===== src/rtl/sd_response_receiver.sv =====
// SD CMD-line response receiver: waits for a start bit, shifts in a 48/136-bit frame, checks CRC7 and end bit.
// Latency: FINISH appears N+1 cycles after the start-bit cycle (49 / 137); a timeout finishes TIMEOUT+1 edges after arming.
// Backpressure: none; ENABLE is only honoured in IDLE and results hold until the next accepted ENABLE.
//
// Ports:
//   CLK, RESET          rising-edge clock, synchronous active-high reset
//   ENABLE, LONG,       arm request; LONG selects a 136-bit R2 frame, CHECK_CRC enables CRC7 on 48-bit frames
//   CHECK_CRC
//   IN                  CMD line from the card (idles high)
//   RESP                received frame, right-aligned, zero above the frame length
//   BUSY, FINISH        not-idle indicator; one-cycle completion strobe
//   TIMEOUT_ERR,        no start bit seen; CRC7 mismatch; end bit was 0
//   CRC_ERR, END_ERR
module sd_response_receiver #(
    parameter int TIMEOUT = 64
) (
    input  logic         CLK,
    input  logic         RESET,
    input  logic         ENABLE,
    input  logic         LONG,
    input  logic         CHECK_CRC,
    input  logic         IN,
    output logic [135:0] RESP,
    output logic         BUSY,
    output logic         FINISH,
    output logic         TIMEOUT_ERR,
    output logic         CRC_ERR,
    output logic         END_ERR
);

    localparam int            TW     = $clog2(TIMEOUT + 1);
    localparam logic [TW-1:0] TO_MAX = TW'(TIMEOUT);

    typedef enum logic [1:0] {
        IDLE,
        WAIT_START,
        RECEIVE,
        DONE
    } state_t;

    state_t        state;
    state_t        state_nxt;
    logic          long_q;
    logic          check_q;
    logic [7:0]    bit_cnt;
    logic [TW-1:0] to_cnt;
    logic [6:0]    crc;
    logic [7:0]    frame_len;

    // CRC7, polynomial x^7 + x^3 + 1, one bit per step
    function automatic logic [6:0] crc7_step(input logic [6:0] c, input logic b);
        logic fb;
        fb = c[6] ^ b;
        return {c[5:3], c[2] ^ fb, c[1:0], fb};
    endfunction

    assign frame_len = long_q ? 8'd136 : 8'd48;
    assign BUSY      = (state != IDLE);
    assign FINISH    = (state == DONE);

    always_ff @(posedge CLK) begin
        if (RESET) begin
            state <= IDLE;
        end else begin
            state <= state_nxt;
        end
    end

    // The completion checks look at the registered counters, so the frame
    // and timeout decisions land one edge after the last sample.
    always_comb begin
        state_nxt = state;
        case (state)
            IDLE:       if (ENABLE) state_nxt = WAIT_START;
            WAIT_START: begin
                if (to_cnt == TO_MAX) begin
                    state_nxt = DONE;
                end else if (!IN) begin
                    state_nxt = RECEIVE;
                end
            end
            RECEIVE:    if (bit_cnt == frame_len) state_nxt = DONE;
            DONE:       state_nxt = IDLE;
            default:    state_nxt = IDLE;
        endcase
    end

    always_ff @(posedge CLK) begin
        if (RESET) begin
            RESP        <= '0;
            long_q      <= 1'b0;
            check_q     <= 1'b0;
            bit_cnt     <= '0;
            to_cnt      <= '0;
            crc         <= '0;
            TIMEOUT_ERR <= 1'b0;
            CRC_ERR     <= 1'b0;
            END_ERR     <= 1'b0;
        end else begin
            case (state)
                IDLE: begin
                    if (ENABLE) begin
                        long_q      <= LONG;
                        check_q     <= CHECK_CRC;
                        RESP        <= '0;
                        bit_cnt     <= '0;
                        to_cnt      <= '0;
                        crc         <= '0;
                        TIMEOUT_ERR <= 1'b0;
                        CRC_ERR     <= 1'b0;
                        END_ERR     <= 1'b0;
                    end
                end
                WAIT_START: begin
                    if (to_cnt == TO_MAX) begin
                        TIMEOUT_ERR <= 1'b1;
                    end else if (!IN) begin
                        RESP    <= {RESP[134:0], IN};
                        bit_cnt <= 8'd1;
                        crc     <= crc7_step(crc, IN);
                    end else begin
                        to_cnt <= to_cnt + 1'b1;
                    end
                end
                RECEIVE: begin
                    if (bit_cnt == frame_len) begin
                        // Frame is complete and aligned: resolve the status flags
                        // here so they are valid alongside FINISH.
                        END_ERR <= ~RESP[0];
                        CRC_ERR <= ~long_q & check_q & (crc != RESP[7:1]);
                    end else begin
                        RESP    <= {RESP[134:0], IN};
                        bit_cnt <= bit_cnt + 8'd1;
                        // Only the 40 header/payload bits feed the CRC.
                        if (bit_cnt < 8'd40) begin
                            crc <= crc7_step(crc, IN);
                        end
                    end
                end
                default: ;
            endcase
        end
    end

endmodule


===== config.mk =====
export PLATFORM = sky130hd
export DESIGN_NAME = sd_response_receiver
export DESIGN_NICKNAME = d
export VERILOG_FILES = /design/src/rtl/sd_response_receiver.sv
export SDC_FILE = /design/constraint.sdc
export NUM_CORES = 1
export LEC_CHECK = 0
export ABC_CLOCK_PERIOD_IN_PS = 2100
export CORE_MARGIN = 10
export CORE_UTILIZATION = 47
export DETAILED_ROUTE_END_ITERATION = 16
export PLACE_DENSITY = 0.76
export SLEW_MARGIN = 20
export SYNTH_ARGS = -nofsm -noshare
export SYNTH_HDL_FRONTEND = slang
export SYNTH_SLANG_ARGS = --single-unit

===== constraint.sdc =====
create_clock -name CLK -period 2.1 [get_ports CLK]
set_input_delay 0.42 -clock CLK [delete_from_list [all_inputs] [get_ports CLK]]
set_output_delay 0.42 -clock CLK [all_outputs]
set_load 0.01 [all_outputs]

==> results.md, run 1 <==
* TritonCTS clock tree: done
* Fraction of registers with async set/reset at 0%
* Dpl hpwl at 13000 um
* Pwr Total at 9.39 mW
* Synthesized cell area at 7520 um^2
* Die area at 21500 um^2
* Share of cells above drive strength 1 at 15.8%
* CTS Hold Bufs at 0
* Top-count cell post-synth: dfxtp_1
* Die height at 147 um
* Reg clk slew, reported paths at 60 ps
* # DRC at 0
* Dpl cell area at 9320 um^2
* Clk root buf: clkbuf_16
* Antenna Cells at 0
* Setup Slack @ Placement at -60.0 ps
* Setup TNS at 0 ps
* Footprint of the multi-input gates at 3800 um^2
* Max-slew violation count at 0
* Core area at 15800 um^2
* Max Freq at 501 MHz
* Critical path required time at 1680 ps
* Nets at 976
* Status: complete, no violations
* Sequential cell area at 3310 um^2
* Post-Syn Nets at 865
* Crit. End Element: output port
* Num CTS Buffers at 17
* H-tree levels at 4
* Sequential share of the synthesized area at 43.9%
* RSZ-0062 raised after global routing: yes
* Synth unique cells at 50
* Worst EP arrival at 1580 ps
* Setup CP Type: register to output port
* Cell taking the most area after synthesis: dfxtp_1
* Vias post-DR at 6879
* Maximum vdd drop at 0.736 mV
* First-pass GRT wire length at 33600 um
* Final Hold Fails at 0
* R2R Path Start: state[0]
* Hold Path Class: register to register
* Slew HR at 65.5%
* Antenna violations before repair at 0
* Num rows at 46
* PD cells at 941 nW/um^2
* Largest net degree at the start of global routing at 128
* Synth-to-layout area growth at 32.7%
* Detailed router's first-iteration violation count at 483
* Top cells by area, synth: dfxtp_1 (44%), a31o_1 (10%), nand3_1 (9.4%)
* Syn Inst Count at 849
* Number of fill cells at 1405
* Gr usage total at 18.3%
* Startpoint Class: register
* Worst Skew at 8.31 ps
* Vias in the first global route at 6433
* Initial Util at 47.7%
* Setup crit start: state[0]
* Max Fanout on Critical Path at 6
* Hold wc startpoint: check_q
* Worst-Margin Slew at 517 ps
* Share of the synthesized area in the top cell type at 43.9%
* Routed WL per cell at 16.8 um
* # setup viols final at 0
* DR vias/cell at 5.79
* PortBufs at 146
* Final Wtd Congestion at 0.836
* DRT Pass-1 Iters at 7
* Tmin final at 2000 ps
* Avg Cell Area, Syn at 8.86 um^2
* Post-route clock period utilization at 95.1%
* Maxcap violations at 0
* Worst skew pair latency at 420 ps
* Max Buffers Root-to-Sink at 2
* Drt total wl at 20000 um
* Chip width at 147 um
* DRT antenna net count at 0
* Syn. warnings at 0
* Commonest cells in the synthesized netlist: dfxtp_1 (165), nand3_1 (142), nor3_1 (136), a31o_1 (86), clkbuf_1 (53)
* Design Area, Final at 9980 um^2
* Clock sinks at 165
* Grt total ovfl at 0
* Synth Flop Type: dfxtp_1
* Post-route setup slack at 103 ps
* Yosys reg bits at 165
* I/O pin cnt at 147
* Leakage at 3.61 nW
* EDFF count, synth at 0
==> layout by cell type, fill, tap and decap left out, types with 3 or more instances in the layout <==
cell type        netlist  routed
buf_12                 0      17
buf_4                  7      26
a21oi_1               14      13
nor3_1               136     116
nand3_1              142     142
clkinvlp_4             0       4
and3_1                 4       3
mux2i_1                8       8
or4_1                  3       3
xor2_1                11      11
inv_1                 10       9
o211ai_1               5       5
nand4_1                3       3
clkbuf_16              0      17
clkdlybuf4s50_1        0     144
nor2_1                24      23
nor3b_1                3       3
o21ai_0                7       7
nand2_1               18      17
nor3_2                 0      20
a31o_2                47      47
clkbuf_1              53       4
ha_1                  10      10
nor2b_1                6       6
xnor2_1                4       4
buf_6                 10       3
dfxtp_1              165     164
and2_1                 9       9
o31ai_1                6       6
clkbuf_8               0       3
a31o_1                86      86
==> sequential cells by signal, indices dropped and copies added, names as in the netlist <==
register / cells
crc: 7
to_cnt: 7
END_ERR: 1
long_q: 1
TIMEOUT_ERR: 1
state: 2
bit_cnt: 8
RESP: 136
CRC_ERR: 1
check_q: 1
==> cell type report <==
cell class              instances  share of cell area [%]
repair buffers                192                    20.4
well taps                     216                    2.71
multi-input cells             574                    38.0
clock buffers                  24                    4.83
flip-flops and latches        165                    33.1
inverters                      10                   0.451
clock inverters                 7                   0.489
==> final timing paths <==
kind / endpoint / slack [ps] / cells past startpoint
setup reg to reg: RESP[131] / 110 / 10
hold / removal: check_q / 470 / 2
setup / recovery: BUSY / 100 / 5
hold reg to reg: check_q / 470 / 2
==> layer usage <==
metal  wire length (um)  up-vias  global-route usage [%]  part of all wire [%]
met5                  0        -                       0                     0
met4                243        0                    5.16                   1.2
met3               1510       21                    6.86                   7.6
met2               9390      170                    28.1                    47
met1               8860     3308                    23.4                    44
li1                   -     3380                       -                     -
==> per-stage QoR <==
stage	hold slack, ps	instances	utilization, %
final	467	1188	63.3
after CTS	467	1187	62.5
after detailed placement	460	1156	59.1
after floorplan	436	849	-
after global placement	458	1156	59.1
after global routing	481	1188	63.3
==> power breakdown <==
group,total [mW],internal [mW],switching [mW]
Clock,2.83,1.60,1.23
Combinational,3.32,1.14,2.18
Sequential,3.23,3.19,0.0460
==> critical path, cell delays in order (launching register included) <==
cell and delay, ps:
dfxtp_4 370, inv_1 80, ha_1 220, buf_4 160
inv_1 70, dlygate4sd2_1 270
==> repair_timing <==
action / 4_1_cts / 5_1_grt
pin swaps: 0 / 0
setup endpoints to repair: 1 / 54
setup buffers: 0 / 1
hold endpoints to repair: 0 / 0
gates resized for setup: 2 / 27
==> kinds of logic (layout without fill, tap and decap cells) <==
family / after synthesis / after routing / synth area share, %
simple gates: 360 / 360 / 24.5
compound gates: 181 / 181 / 19.9
flops: 165 / 165 / 43.9
buf+inv: 110 / 233 / 7.27
xor+xnor: 15 / 15 / 1.75
fa+ha+maj: 10 / 10 / 1.66
mux: 8 / 8 / 1.06
No activity file was read; power rests on OpenSTA's default activity.
==> run 2, diff against run 1 <==
--- a/config.mk
+++ b/config.mk
@@ -10,6 +10,7 @@
 export CORE_UTILIZATION = 47
 export DETAILED_ROUTE_END_ITERATION = 16
 export PLACE_DENSITY = 0.76
+export SKIP_CTS_REPAIR_TIMING = 1
 export SLEW_MARGIN = 20
 export SYNTH_ARGS = -nofsm -noshare
 export SYNTH_HDL_FRONTEND = slang
==> results.md, run 2 (synthesis gave the netlist of run 1 again) <==
* Hold Path Class: register to register
* Maxcap violations at 0
* Worst r2r dst: RESP[131]
* Dpl hpwl at 13000 um
* Chip width at 147 um
* Grt total ovfl at 0
* Final Util at 63.3%
* Most frequent cells in the layout: dfxtp_1 (164), clkdlybuf4s50_1 (144), nand3_1 (142)
* Setup Slack @ Placement at -60.0 ps
* Post-Route M1 WL at 8850 um
* Reg clk slew, reported paths at 60 ps
* Tmin final at 1990 ps
* PD cells at 942 nW/um^2
* Max-slew violation count at 0
* Hold Crit Depth at 2
* Num CTS Buffers at 17
* Startpoint Class: register
* Initial Util at 47.7%
* Commonest non-fill, non-tap cell in the layout: dfxtp_1
* Die height at 147 um
* Slew HR at 66.6%
* Worst Hold Endpoint: check_q
* Met3 routed WL at 1520 um
* Worst EP arrival at 2360 ps
* Antenna violations before repair at 0
* Synth-to-layout area growth at 32.8%
* Max Freq at 501 MHz
* Core area at 15800 um^2
* Clk root buf: clkbuf_16
* Setup CP Type: register to register
* Antenna Cells at 0
* Met2 wire length at 9390 um
* Nets at 976
* # DRC at 0
* Clock sinks at 165
* I/O pin cnt at 147
* PortBufs at 146
* Largest net degree at the start of global routing at 128
* Max Buffers Root-to-Sink at 2
* Post-route clock period utilization at 95.0%
* Die area at 21500 um^2
* Reg with most FFs: RESP
* Max layer used: met4
* Status: complete, no violations
* Worst Skew at 9.05 ps
* Vias in the first global route at 6433
* DRT Pass-1 Iters at 5
* Crit. End Element: register
* Routed WL per cell at 16.9 um
* H-tree levels at 4
* Max Fanout on Critical Path at 15
* Post-route setup slack at 106 ps
* Maximum vdd drop at 0.738 mV
* Num rows at 46
* Setup TNS at 0 ps
* Share of cells above drive strength 1 at 15.8%
* TritonCTS clock tree: done
* Detailed router's first-iteration violation count at 556
* Vias post-DR at 6908
* Worst-Margin Slew at 501 ps
* First-pass GRT wire length at 33600 um
* Final Wtd Congestion at 0.836
* Gr usage total at 18.3%
* Leakage at 3.62 nW
* DR vias/cell at 5.81
* Pwr Total at 9.40 mW
* DRT antenna net count at 0
* Reg2Reg Setup Slack at 110 ps
* Largest regs: RESP x136, bit_cnt x8
* Filler-free cell count of the finished design at 1188
* R2R Path Start: state[0]
* Hold wc startpoint: check_q
* Critical path required time at 2470 ps
* Final Hold Fails at 0
* RSZ-0062 raised after global routing: yes
* Worst skew pair latency at 420 ps
* DP Cell Count at 1156
* Drt total wl at 20100 um
* # setup viols final at 0
* R2r worst-path depth at 10
* Max reg flops at 136
[run 2: cell count changes in the layout (fill, tap and decap cells not counted), sizes merged]
cell | previous run | this run
dlymetal6s2s | 1 | 2
dlygate4sd2 | 1 | 0
[run 2: how the worst max path moves through the flow]
stage,endpoint,cells past startpoint,slack [ps],from
2_1_floorplan,RESP[10],10,10,state[0]
5_1_grt,RESP[124],10,-20,state[0]
4_1_cts,BUSY,5,-290,state[0]
6_report,RESP[131],10,110,state[0]
3_3_place_gp,bit_cnt[5],7,-40,ENABLE
3_5_place_dp,RESP[45],8,-60,ENABLE
[run 2: routing by layer]
| layer | vias to the layer above | track usage [%] |
|---|---|---|
| met5 | - | 0 |
| met4 | 0 | 5.16 |
| met3 | 24 | 6.86 |
| met2 | 174 | 28.1 |
| li1 | 3384 | - |
| met1 | 3326 | 23.4 |
[run 2: per-stage QoR]
stage,area (um^2),hold WS [ps]
finish,9990,468
global route,9990,481
CTS,9850,467
detailed placement,9320,460
global placement,9320,458
floorplan,7520,436
[run 2: final cells by class]
cell class,count,area [um^2]
Clock inverter,7,48.8
Sequential cell,165,3310
Tap cell,216,270
Multi-Input combinational cell,574,3800
Inverter,10,45.0
Timing Repair Buffer,192,2040
Clock buffer,24,482
Fill cell,1404,5780
[run 2: where the power goes]
part           internal (mW)  leakage, nW  switching, mW
clock network           1.60        0.249           1.24
registers               3.19         1.33         0.0460
logic                   1.15         2.04           2.18
[run 2: critical path, stage by stage, from the launching register on]
cell	delay (ps)
dfxtp_4	370
inv_1	80
ha_1	220
nor2b_1	170
a211oi_2	170
buf_4	160
nand2_4	90
buf_12	180
buf_12	150
nor3_1	220
a31o_1	130
==> run 3, diff against run 2 <==
--- a/config.mk
+++ b/config.mk
@@ -6,10 +6,11 @@
 export NUM_CORES = 1
 export LEC_CHECK = 0
 export ABC_CLOCK_PERIOD_IN_PS = 2100
+export CORE_ASPECT_RATIO = 1.25
 export CORE_MARGIN = 10
 export CORE_UTILIZATION = 47
 export DETAILED_ROUTE_END_ITERATION = 16
-export PLACE_DENSITY = 0.76
+export PLACE_DENSITY = 0.86
 export SKIP_CTS_REPAIR_TIMING = 1
 export SLEW_MARGIN = 20
 export SYNTH_ARGS = -nofsm -noshare
==> results.md, run 3 (synthesis gave the netlist of run 1 again) <==
* Max Buffers Root-to-Sink at 2
* PortBufs at 146
* Largest net degree at the start of global routing at 102
* Crit. End Element: output port
* Max Fanout on Critical Path at 5
* Met3 Use GR at 7.14%
* Commonest non-fill, non-tap cell in the layout: dfxtp_1
* Final Util at 63.4%
* Max-slew violation count at 0
* Routed WL per cell at 17.6 um
* H-tree levels at 4
* Antenna violations before repair at 0
* Vias post-DR at 6896
* First-pass GRT wire length at 33400 um
* Routing usage on met2 at 30.9%
* Status: complete, no violations
* Worst r2r dst: RESP[73]
* Worst-Margin Slew at 399 ps
* Max reg flops at 136
* Max Freq at 496 MHz
* Dpl hpwl at 13400 um
* Initial Util at 48.1%
* Gr usage total at 18.6%
* Worst Skew at 8.45 ps
* Die height at 161 um
* Worst EP arrival at 1600 ps
* Largest regs: RESP x136, bit_cnt x8
* # DRC at 0
* Reg2Reg Setup Slack at 120 ps
* Clock sinks at 165
* Setup TNS at 0 ps
* Core area at 15600 um^2
* Detailed router's first-iteration violation count at 605
* Final Wtd Congestion at 0.896
* Critical path's largest stage delay at 540 ps
* Tmin final at 2020 ps
* DRT antenna net count at 0
* Reg clk slew, reported paths at 60 ps
* Num CTS Buffers at 17
* Crit-path cells: buf_4 > ha_1 > clkdlybuf4s50_1
* DR vias/cell at 5.84
* Startpoint Class: register
* # setup viols final at 0
* Final Hold Fails at 0
* Reg with most FFs: RESP
* Pwr Total at 9.54 mW
* Vias in the first global route at 6379
* DRT Pass-1 Iters at 5
* Antenna Cells at 0
* PD cells at 962 nW/um^2
* Worst skew pair latency at 430 ps
* Grt total ovfl at 0
* Dpl cell area at 9300 um^2
* GRT met1 Usage at 21.2%
* TritonCTS clock tree: done
* Num rows at 51
* Fin Hold WS at 465 ps
* Most frequent cells in the layout: dfxtp_1 (164), clkdlybuf4s50_1 (145), nand3_1 (142)
* Setup CP Type: register to output port
* Worst Setup EP: FINISH
* I/O pin cnt at 147
* Clk root buf: clkbuf_16
* Leakage at 3.57 nW
* Nets at 973
* Critical path required time at 1680 ps
* Synth-to-layout area growth at 31.8%
* Maxcap violations at 0
* Drt total wl at 20800 um
* Number of fill cells at 1277
* Maximum vdd drop at 0.580 mV
* Slowest-stage cell, CP: clkdlybuf4s50_1
* R2R Path Start: bit_cnt[0]
* R2r worst-path depth at 8
* Chip width at 133 um
* Die area at 21500 um^2
* Design Area, Final at 9910 um^2
* Most used routing layer: met2
* Slew HR at 73.3%
* Hold Path Class: register to register
* Setup crit start: state[1]
* Post-route clock period utilization at 96.1%
* Share of cells above drive strength 1 at 14.0%
==> run 3: how the worst min path moves through the flow <==
stage                  from       to  slack [ps]  cells past startpoint
global route        check_q  check_q         480                      2
finish              END_ERR  END_ERR         460                      2
floorplan           check_q  check_q         440                      2
global placement    END_ERR  END_ERR         450                      2
detailed placement  check_q  check_q         460                      2
CTS                 check_q  check_q         460                      2
==> run 3: per-layer routing <==
layer  share of wire, %  up-vias  wire, um
li1                   -     3378         -
met1                 41     3322      8420
met2                 50      171     10400
met3                7.3       25      1520
met4                1.9        0       398
met5                  0        -         0
==> run 3: critical path, delay by kind of cell, from the launching register on <==
kind / cells / cell delay [ps]
fa+ha+maj: 1 / 150
buf+inv: 2 / 680
flops: 1 / 340
==> run 3: power by group <==
part           internal [mW]  switching [mW]
clock                   1.86            1.26
combinational           1.05            2.15
sequential              3.18          0.0402
total                   6.09            3.45
==> run 3: through the flow <==
step / instances / worst slack, ps
detailed placement: 1150 / -39.5
finish: 1181 / 82.9
global placement: 1150 / -42.9
CTS: 1181 / -153
global route: 1181 / -0.251
floorplan: 849 / 11.6
==> run 3: layout make-up <==
class	count	area (um^2)	area share, %
multi-input cells	574	3710	37.4
flip-flops and latches	165	3300	33.3
repair buffers	189	2000	20.2
clock buffers	18	429	4.33
well taps	212	265	2.68
clock inverters	13	159	1.60
inverters	10	45.0	0.454
